[src/rtl/instruction_fetch_unit_pkg.sv]
// Shared definitions for the instruction fetch unit: word type, boot address,
// write-side FSM states and the instruction FIFO entry layout.
`ifndef BOOT_ADDRESS
`define BOOT_ADDRESS 32'h0000_1000
`endif

package instruction_fetch_unit_pkg;

  localparam int unsigned WORD_WIDTH = 32;

  typedef logic [WORD_WIDTH-1:0] word;

  // RUN: every response is kept. DRAIN: wrong-path responses are still in flight.
  typedef enum logic {
    RUN   = 1'b0,
    DRAIN = 1'b1
  } fetch_state_t;

  typedef struct packed {
    word addr;
    word data;
  } instr_entry_t;

endpackage

[src/rtl/fetch_fifo.sv]
// Small synchronous FIFO with push/pop/clear and an occupancy count.
// Used both as the in-flight address queue and as the decoded-instruction buffer.
module fetch_fifo #(
  parameter int unsigned DEPTH = 2,
  parameter int unsigned WIDTH = 32
) (
  input  logic                     clock,
  input  logic                     reset,
  input  logic                     clear,
  input  logic                     push,
  input  logic                     pop,
  input  logic [WIDTH-1:0]         wdata,
  output logic [WIDTH-1:0]         rdata,
  output logic [$clog2(DEPTH):0]   count,
  output logic                     full
);

  localparam int unsigned PW = $clog2(DEPTH);
  localparam int unsigned CW = $clog2(DEPTH) + 1;

  logic [WIDTH-1:0] mem [DEPTH];
  logic [PW-1:0]    wr_ptr;
  logic [PW-1:0]    rd_ptr;
  logic             push_en;
  logic             pop_en;

  assign full    = (count == CW'(DEPTH));
  assign pop_en  = pop && (count != '0);
  assign push_en = push && (!full || pop_en);

  // Empty FIFO presents zero so the head outputs are defined without resetting storage.
  assign rdata = (count != '0) ? mem[rd_ptr] : '0;

  // Storage write.
  // NOTE: the data array carries no reset; only pointers and count do, and rdata is gated by count.
  always_ff @(posedge clock) begin
    if (push_en && !clear) begin
      mem[wr_ptr] <= wdata;
    end
  end

  // Pointers and occupancy; clear wins over any push or pop in the same cycle.
  // NOTE: sequential state uses non-blocking assignments so every register samples pre-edge values.
  always_ff @(posedge clock or posedge reset) begin
    if (reset) begin
      wr_ptr <= '0;
      rd_ptr <= '0;
      count  <= '0;
    end else if (clear) begin
      wr_ptr <= '0;
      rd_ptr <= '0;
      count  <= '0;
    end else begin
      if (push_en) wr_ptr <= wr_ptr + PW'(1);
      if (pop_en)  rd_ptr <= rd_ptr + PW'(1);
      case ({push_en, pop_en})
        2'b10:   count <= count + CW'(1);
        2'b01:   count <= count - CW'(1);
        default: ;
      endcase
    end
  end

endmodule

[src/rtl/instruction_fetch_unit.sv]
// Instruction fetch unit: issues in-order reads for the PC address stream,
// pairs returned words with their addresses and buffers them for decode.
// After a taken jump, responses still in flight are counted off and dropped.
module instruction_fetch_unit
  import instruction_fetch_unit_pkg::*;
#(
  parameter int unsigned DEPTH = 2
) (
  input  logic clock,
  input  logic reset,
  input  word  fetch_addr,
  output logic fetch_advance,
  input  logic flush,
  output logic mem_req_valid,
  input  logic mem_req_ready,
  output word  mem_req_addr,
  input  logic mem_resp_valid,
  input  word  mem_resp_data,
  output logic instr_valid,
  input  logic instr_ready,
  output word  instr_data,
  output word  instr_addr
);

  localparam int unsigned CW = $clog2(DEPTH) + 1;
  typedef logic [CW-1:0] cnt_t;

  cnt_t         outstanding;
  cnt_t         fifo_count;
  cnt_t         discard;
  cnt_t         discard_next;
  cnt_t         pending;
  logic [CW:0]  in_use;
  logic         credit;
  logic         issue;
  logic         resp_keep;
  logic         resp_drop;
  logic         resp_any;
  logic         aq_full;
  logic         instr_full;
  word          aq_head;
  instr_entry_t new_entry;
  instr_entry_t head_entry;
  fetch_state_t state;
  fetch_state_t state_next;

  // Every slot is either in flight, buffered, or still owed to a wrong-path response.
  assign in_use = {1'b0, outstanding} + {1'b0, fifo_count} + {1'b0, discard};
  assign credit = (in_use < (CW+1)'(DEPTH));

  // Reset gates the request so it reads 0 while reset is held.
  assign mem_req_valid = credit && !flush && !reset;
  assign fetch_advance = mem_req_valid && mem_req_ready;
  assign mem_req_addr  = fetch_addr;
  assign issue         = fetch_advance;

  // A flush-cycle response belongs to the old path and is folded into the new discard count.
  assign resp_drop = mem_resp_valid && !flush && (state == DRAIN);
  assign resp_keep = mem_resp_valid && !flush && (state == RUN) && (outstanding != '0);
  assign pending   = discard + outstanding;
  assign resp_any  = mem_resp_valid && (pending != '0);

  assign new_entry = '{addr: aq_head, data: mem_resp_data};

  assign instr_valid = (fifo_count != '0);
  assign instr_data  = head_entry.data;
  assign instr_addr  = head_entry.addr;

  // Addresses of accepted requests, waiting for their responses.
  fetch_fifo #(
    .DEPTH (DEPTH),
    .WIDTH ($bits(word))
  ) u_addr_queue (
    .clock (clock),
    .reset (reset),
    .clear (flush),
    .push  (issue),
    .pop   (resp_keep),
    .wdata (fetch_addr),
    .rdata (aq_head),
    .count (outstanding),
    .full  (aq_full)
  );

  // Completed {addr, data} pairs for the decode stage.
  fetch_fifo #(
    .DEPTH (DEPTH),
    .WIDTH ($bits(instr_entry_t))
  ) u_instr_fifo (
    .clock (clock),
    .reset (reset),
    .clear (flush),
    .push  (resp_keep),
    .pop   (instr_valid && instr_ready),
    .wdata (new_entry),
    .rdata (head_entry),
    .count (fifo_count),
    .full  (instr_full)
  );

  // Next discard count: a flush takes over everything still owed, less a same-cycle response.
  // NOTE: the default assignment first keeps this combinational block free of latches.
  always_comb begin
    discard_next = discard;
    if (flush) begin
      discard_next = pending - cnt_t'(resp_any);
    end else if (resp_drop) begin
      discard_next = discard - cnt_t'(1);
    end
  end

  // Write-side FSM next state: DRAIN while any wrong-path response is owed.
  always_comb begin
    state_next = state;
    case (state)
      RUN:     if (discard_next != '0) state_next = DRAIN;
      DRAIN:   if (discard_next == '0) state_next = RUN;
      default: state_next = RUN;
    endcase
  end

  // Discard counter and FSM state registers.
  always_ff @(posedge clock or posedge reset) begin
    if (reset) begin
      discard <= '0;
      state   <= RUN;
    end else begin
      discard <= discard_next;
      state   <= state_next;
    end
  end

  // The credit rule guarantees room in both queues whenever they are written.
  assert property (@(posedge clock) disable iff (reset) !(resp_keep && instr_full))
    else $error("instruction FIFO written while full");
  assert property (@(posedge clock) disable iff (reset) !(issue && aq_full))
    else $error("address queue written while full");

endmodule
[config.mk]
export PLATFORM = sky130hd
export DESIGN_NAME = instruction_fetch_unit
export DESIGN_NICKNAME = d
export VERILOG_FILES = /design/src/rtl/instruction_fetch_unit_pkg.sv /design/src/rtl/fetch_fifo.sv /design/src/rtl/instruction_fetch_unit.sv
export SDC_FILE = /design/constraint.sdc
export NUM_CORES = 1
export LEC_CHECK = 0
export ABC_AREA = 1
export CORE_ASPECT_RATIO = 0.9
export CORE_MARGIN = 1.5
export CORE_UTILIZATION = 44
export CTS_BUF_LIST = sky130_fd_sc_hd__clkbuf_2 sky130_fd_sc_hd__clkbuf_4 sky130_fd_sc_hd__clkbuf_8
export DETAILED_ROUTE_END_ITERATION = 7
export PLACE_DENSITY = 0.72
export SLEW_MARGIN = 25
export SYNTH_ARGS = -nofsm -noshare
export SYNTH_HDL_FRONTEND = slang
export SYNTH_HIERARCHICAL = 1
export SYNTH_SLANG_ARGS = --single-unit
[constraint.sdc]
create_clock -name clock -period 4.2 [get_ports clock]
set_input_delay 1.05 -clock clock [delete_from_list [all_inputs] [get_ports clock]]
set_output_delay 1.05 -clock clock [all_outputs]
set_load 0.005 [all_outputs]
==> qor.log <==
[critical_path] Critical Path Fanout Max 8
[route] drt total wl 17.36 mm
[route] met1 wire length 7.387 mm
[clock_network] Worst-Skew Late Latency 0.51 ns
[route] WL met3 1.152 mm
[layout] leading cell types in the layout, fill and taps excluded nand2_1, edfxtp_1, clkdlybuf4s50_1, a21oi_2, a21oi_1
[floorplanning] die extent in x 150.4 um
[timing] share of the clock period used by the worst path after layout 94.24%
[power_and_ir_drop] Switching Share 29.99%
[global_routing] maximum number of pins on one net before global-route repair 45
[placed_design] final weighted congestion in routability-driven placement 0.8189
[placed_design] number of buffers added on ports 168
[layout] Area Growth Syn to Fin 27.63%
[route] met2 WL 8.577 mm
[critical_path] nature of the critical path startpoint flop
[clock_network] number of buffers created by CTS 35
[clock_network] CTS sink cnt 203
[floorplanning] die height 135.6 um
[layout] number of nets in the layout 914
[outcome] run status complete, no violations
[clock_network] Hold Buf Count CTS 0
[route] number of design rule violations left after detail routing 0
[route] Avg Vias per Cell 4.862
[timing] tightest slew margin relative to the limit 48.01%
[flow_run] Maximum Capacitance Violations 0
[floorplanning] Die Outline Area 0.02039 mm2
[floorplanning] effective utilization at floorplan 44.89%
[route] number of design-rule violations left by the first detailed-router iteration 296
[timing] Achievable Freq 252.7 MHz
[power_and_ir_drop] worst IR drop on VDD 0.3021 mV
[layout] fraction of layout instances using a drive strength above 1 18.54%
[logic_synthesis] mean post-synth cell area 12.65 um2
[timing] total negative slack for setup checks 0 ns
[clock_network] TritonCTS clock tree built
[critical_path] library cell contributing the largest single delay on the critical path clkdlybuf4s50_1
[floorplanning] row count 48
[timing] final worst clock skew 0.01895 ns
[timing] min cycle time layout 3.958 ns
[route] number of optimization iterations in the first detailed-route pass 5
[timing] RSZ-0062 raised after global routing false
[clock_network] clock root buffer master clkbuf_8
[global_routing] Tot GR Track Use 17.14%
[critical_path] cells traversed along the worst timing path inv_2 > fa_1 > inv_1 > ha_1 > nor2_1 > nand2_1 > nor3b_1 > clkdlybuf4s50_1
[logic_synthesis] cells after synthesis 680
[critical_path] required arrival time at the worst endpoint 3.15 ns
[power_and_ir_drop] Logic pwr share 30.7%
[critical_path] Crit Path Class reg2out
[power_and_ir_drop] leakage power figure 3.891 nW
[route] max layer used met4
[worst_hold_path] type of the most critical hold path reg2reg
[placed_design] detailed placer's ending HPWL 10.85 mm
[route] count of nets left with antenna violations after detail routing 0
[clock_network] H-tree level count 2
[timing] count of endpoints failing setup in the final report 0
[critical_path] peak per-stage delay on the critical path 0.56 ns
[power_and_ir_drop] internal power consumption 4.215 mW
[global_routing] first-pass GRT wire length 26.63 mm
[route] total vias in the final route 5,411
[clock_network] deepest clock path buffer count 3
[timing] Min Hold Slack 0.5637 ns
[global_routing] initial antenna violation count 0
[power_and_ir_drop] clock group share of total power 28.8%
[floorplanning] I/O pin count 169
[clock_network] register clock-pin slew on the reported worst setup and hold paths 0.06 ns
[placed_design] placed cell count 1,052
[global_routing] vias in the first global route 5,284
[floorplanning] area of the core 0.01916 mm2
[timing] endpoints failing hold 0
[logic_synthesis] yosys synthesis warning count 6
[critical_path] critical path capture point type output port
[global_routing] final global-route overflow total 0
[critical_path] arrival time at the worst endpoint 2.91 ns
[layout] antenna cells 0
[power_and_ir_drop] PD cells 548.6 mW/mm2
[timing] total count of max-transition violations in the final report 0
[placed_design] worst setup slack after placement 0.5743 ns
[power_and_ir_drop] share of power burned in registers 40.5%
[timing] PnR worst setup slack 0.2421 ns
[layout] most frequent standard cell in the layout excluding fill and tap cells nand2_1
[timing] transition time at the pin with the least slew margin 0.7799 ns
[route] WL/cell 15.59 um
[logic_synthesis] synthesized area 0.008599 mm2
[logic_synthesis] net count of the mapped netlist 755
[power_and_ir_drop] power spent charging and discharging nets 1.806 mW
[layout] post-route non-filler standard cell count 1,113
[sequential cells by signal, indices dropped and copies added (netlist names)]
signal / count
state: 1
u_addr_queue/wr_ptr: 1
discard: 2
u_addr_queue/count: 2
u_addr_queue/mem: 64
u_instr_fifo/rd_ptr: 1
u_instr_fifo/count: 2
u_instr_fifo/wr_ptr: 1
u_instr_fifo/mem: 128
u_addr_queue/rd_ptr: 1
[power by group through the flow]
stage | sequential [mW] | combinational [mW] | clock (mW)
floorplan | 2.44 | 1.14 | 0
global placement | 2.47 | 1.85 | 0
detailed placement | 2.48 | 1.87 | 0
CTS | 2.44 | 1.88 | 1.80
global route | 2.45 | 2.04 | 1.88
finish | 2.44 | 1.85 | 1.74
[through the flow]
step	power, mW	instance area [um2]	utilization (%)
final	6.021	10980	57.29
after global routing	6.367	10980	57.29
after CTS	6.113	10970	57.28
after detailed placement	4.346	10290	53.69
after global placement	4.318	10290	53.69
after floorplan	3.580	8600	-
[critical path: cells and delay by family (launching register included)]
family,cells,cell delay (ns)
buf+inv,3,0.68
flops,1,0.45
fa+ha+maj,2,0.82
simple gates,3,0.44
[path summary, 6_finish.rpt]
path | startpoint | end | slack (ns) | depth (start not counted)
max | u_addr_queue/count[1] | fetch_advance | 0.24 | 8
min | u_addr_queue/wr_ptr | u_addr_queue/wr_ptr | 0.56 | 1
max reg2reg | u_addr_queue/count[1] | u_addr_queue/mem[0][11] | 1.07 | 11
min reg2reg | u_addr_queue/wr_ptr | u_addr_queue/wr_ptr | 0.56 | 1
max in group asynchronous | reset | u_addr_queue/count[1] | 3.18 | 2
min in group asynchronous | reset | discard[1] | 0.79 | 2
[final cells by class]
cell class	instances	area, um2
Fill cell	1549	8183
Clock inverter	16	123.9
Timing Repair Buffer	185	1834
Tap cell	250	312.8
Sequential cell	203	6045
Clock buffer	45	563.0
Inverter	29	108.9
Multi-Input combinational cell	385	1988
[routing by layer]
layer,up-vias,track usage [%]
met5,-,0
met4,0,5.937
met3,19,4.242
met2,177,29.59
met1,2575,20.93
li1,2640,-
[timing repair]
| item | in CTS | in global routing |
|---|---|---|
| gates resized for setup | 0 | 2 |
| buffers inserted | 0 | 0 |
| setup endpoints to repair | 0 | 1 |
No activity file was read; power rests on OpenSTA's default activity.
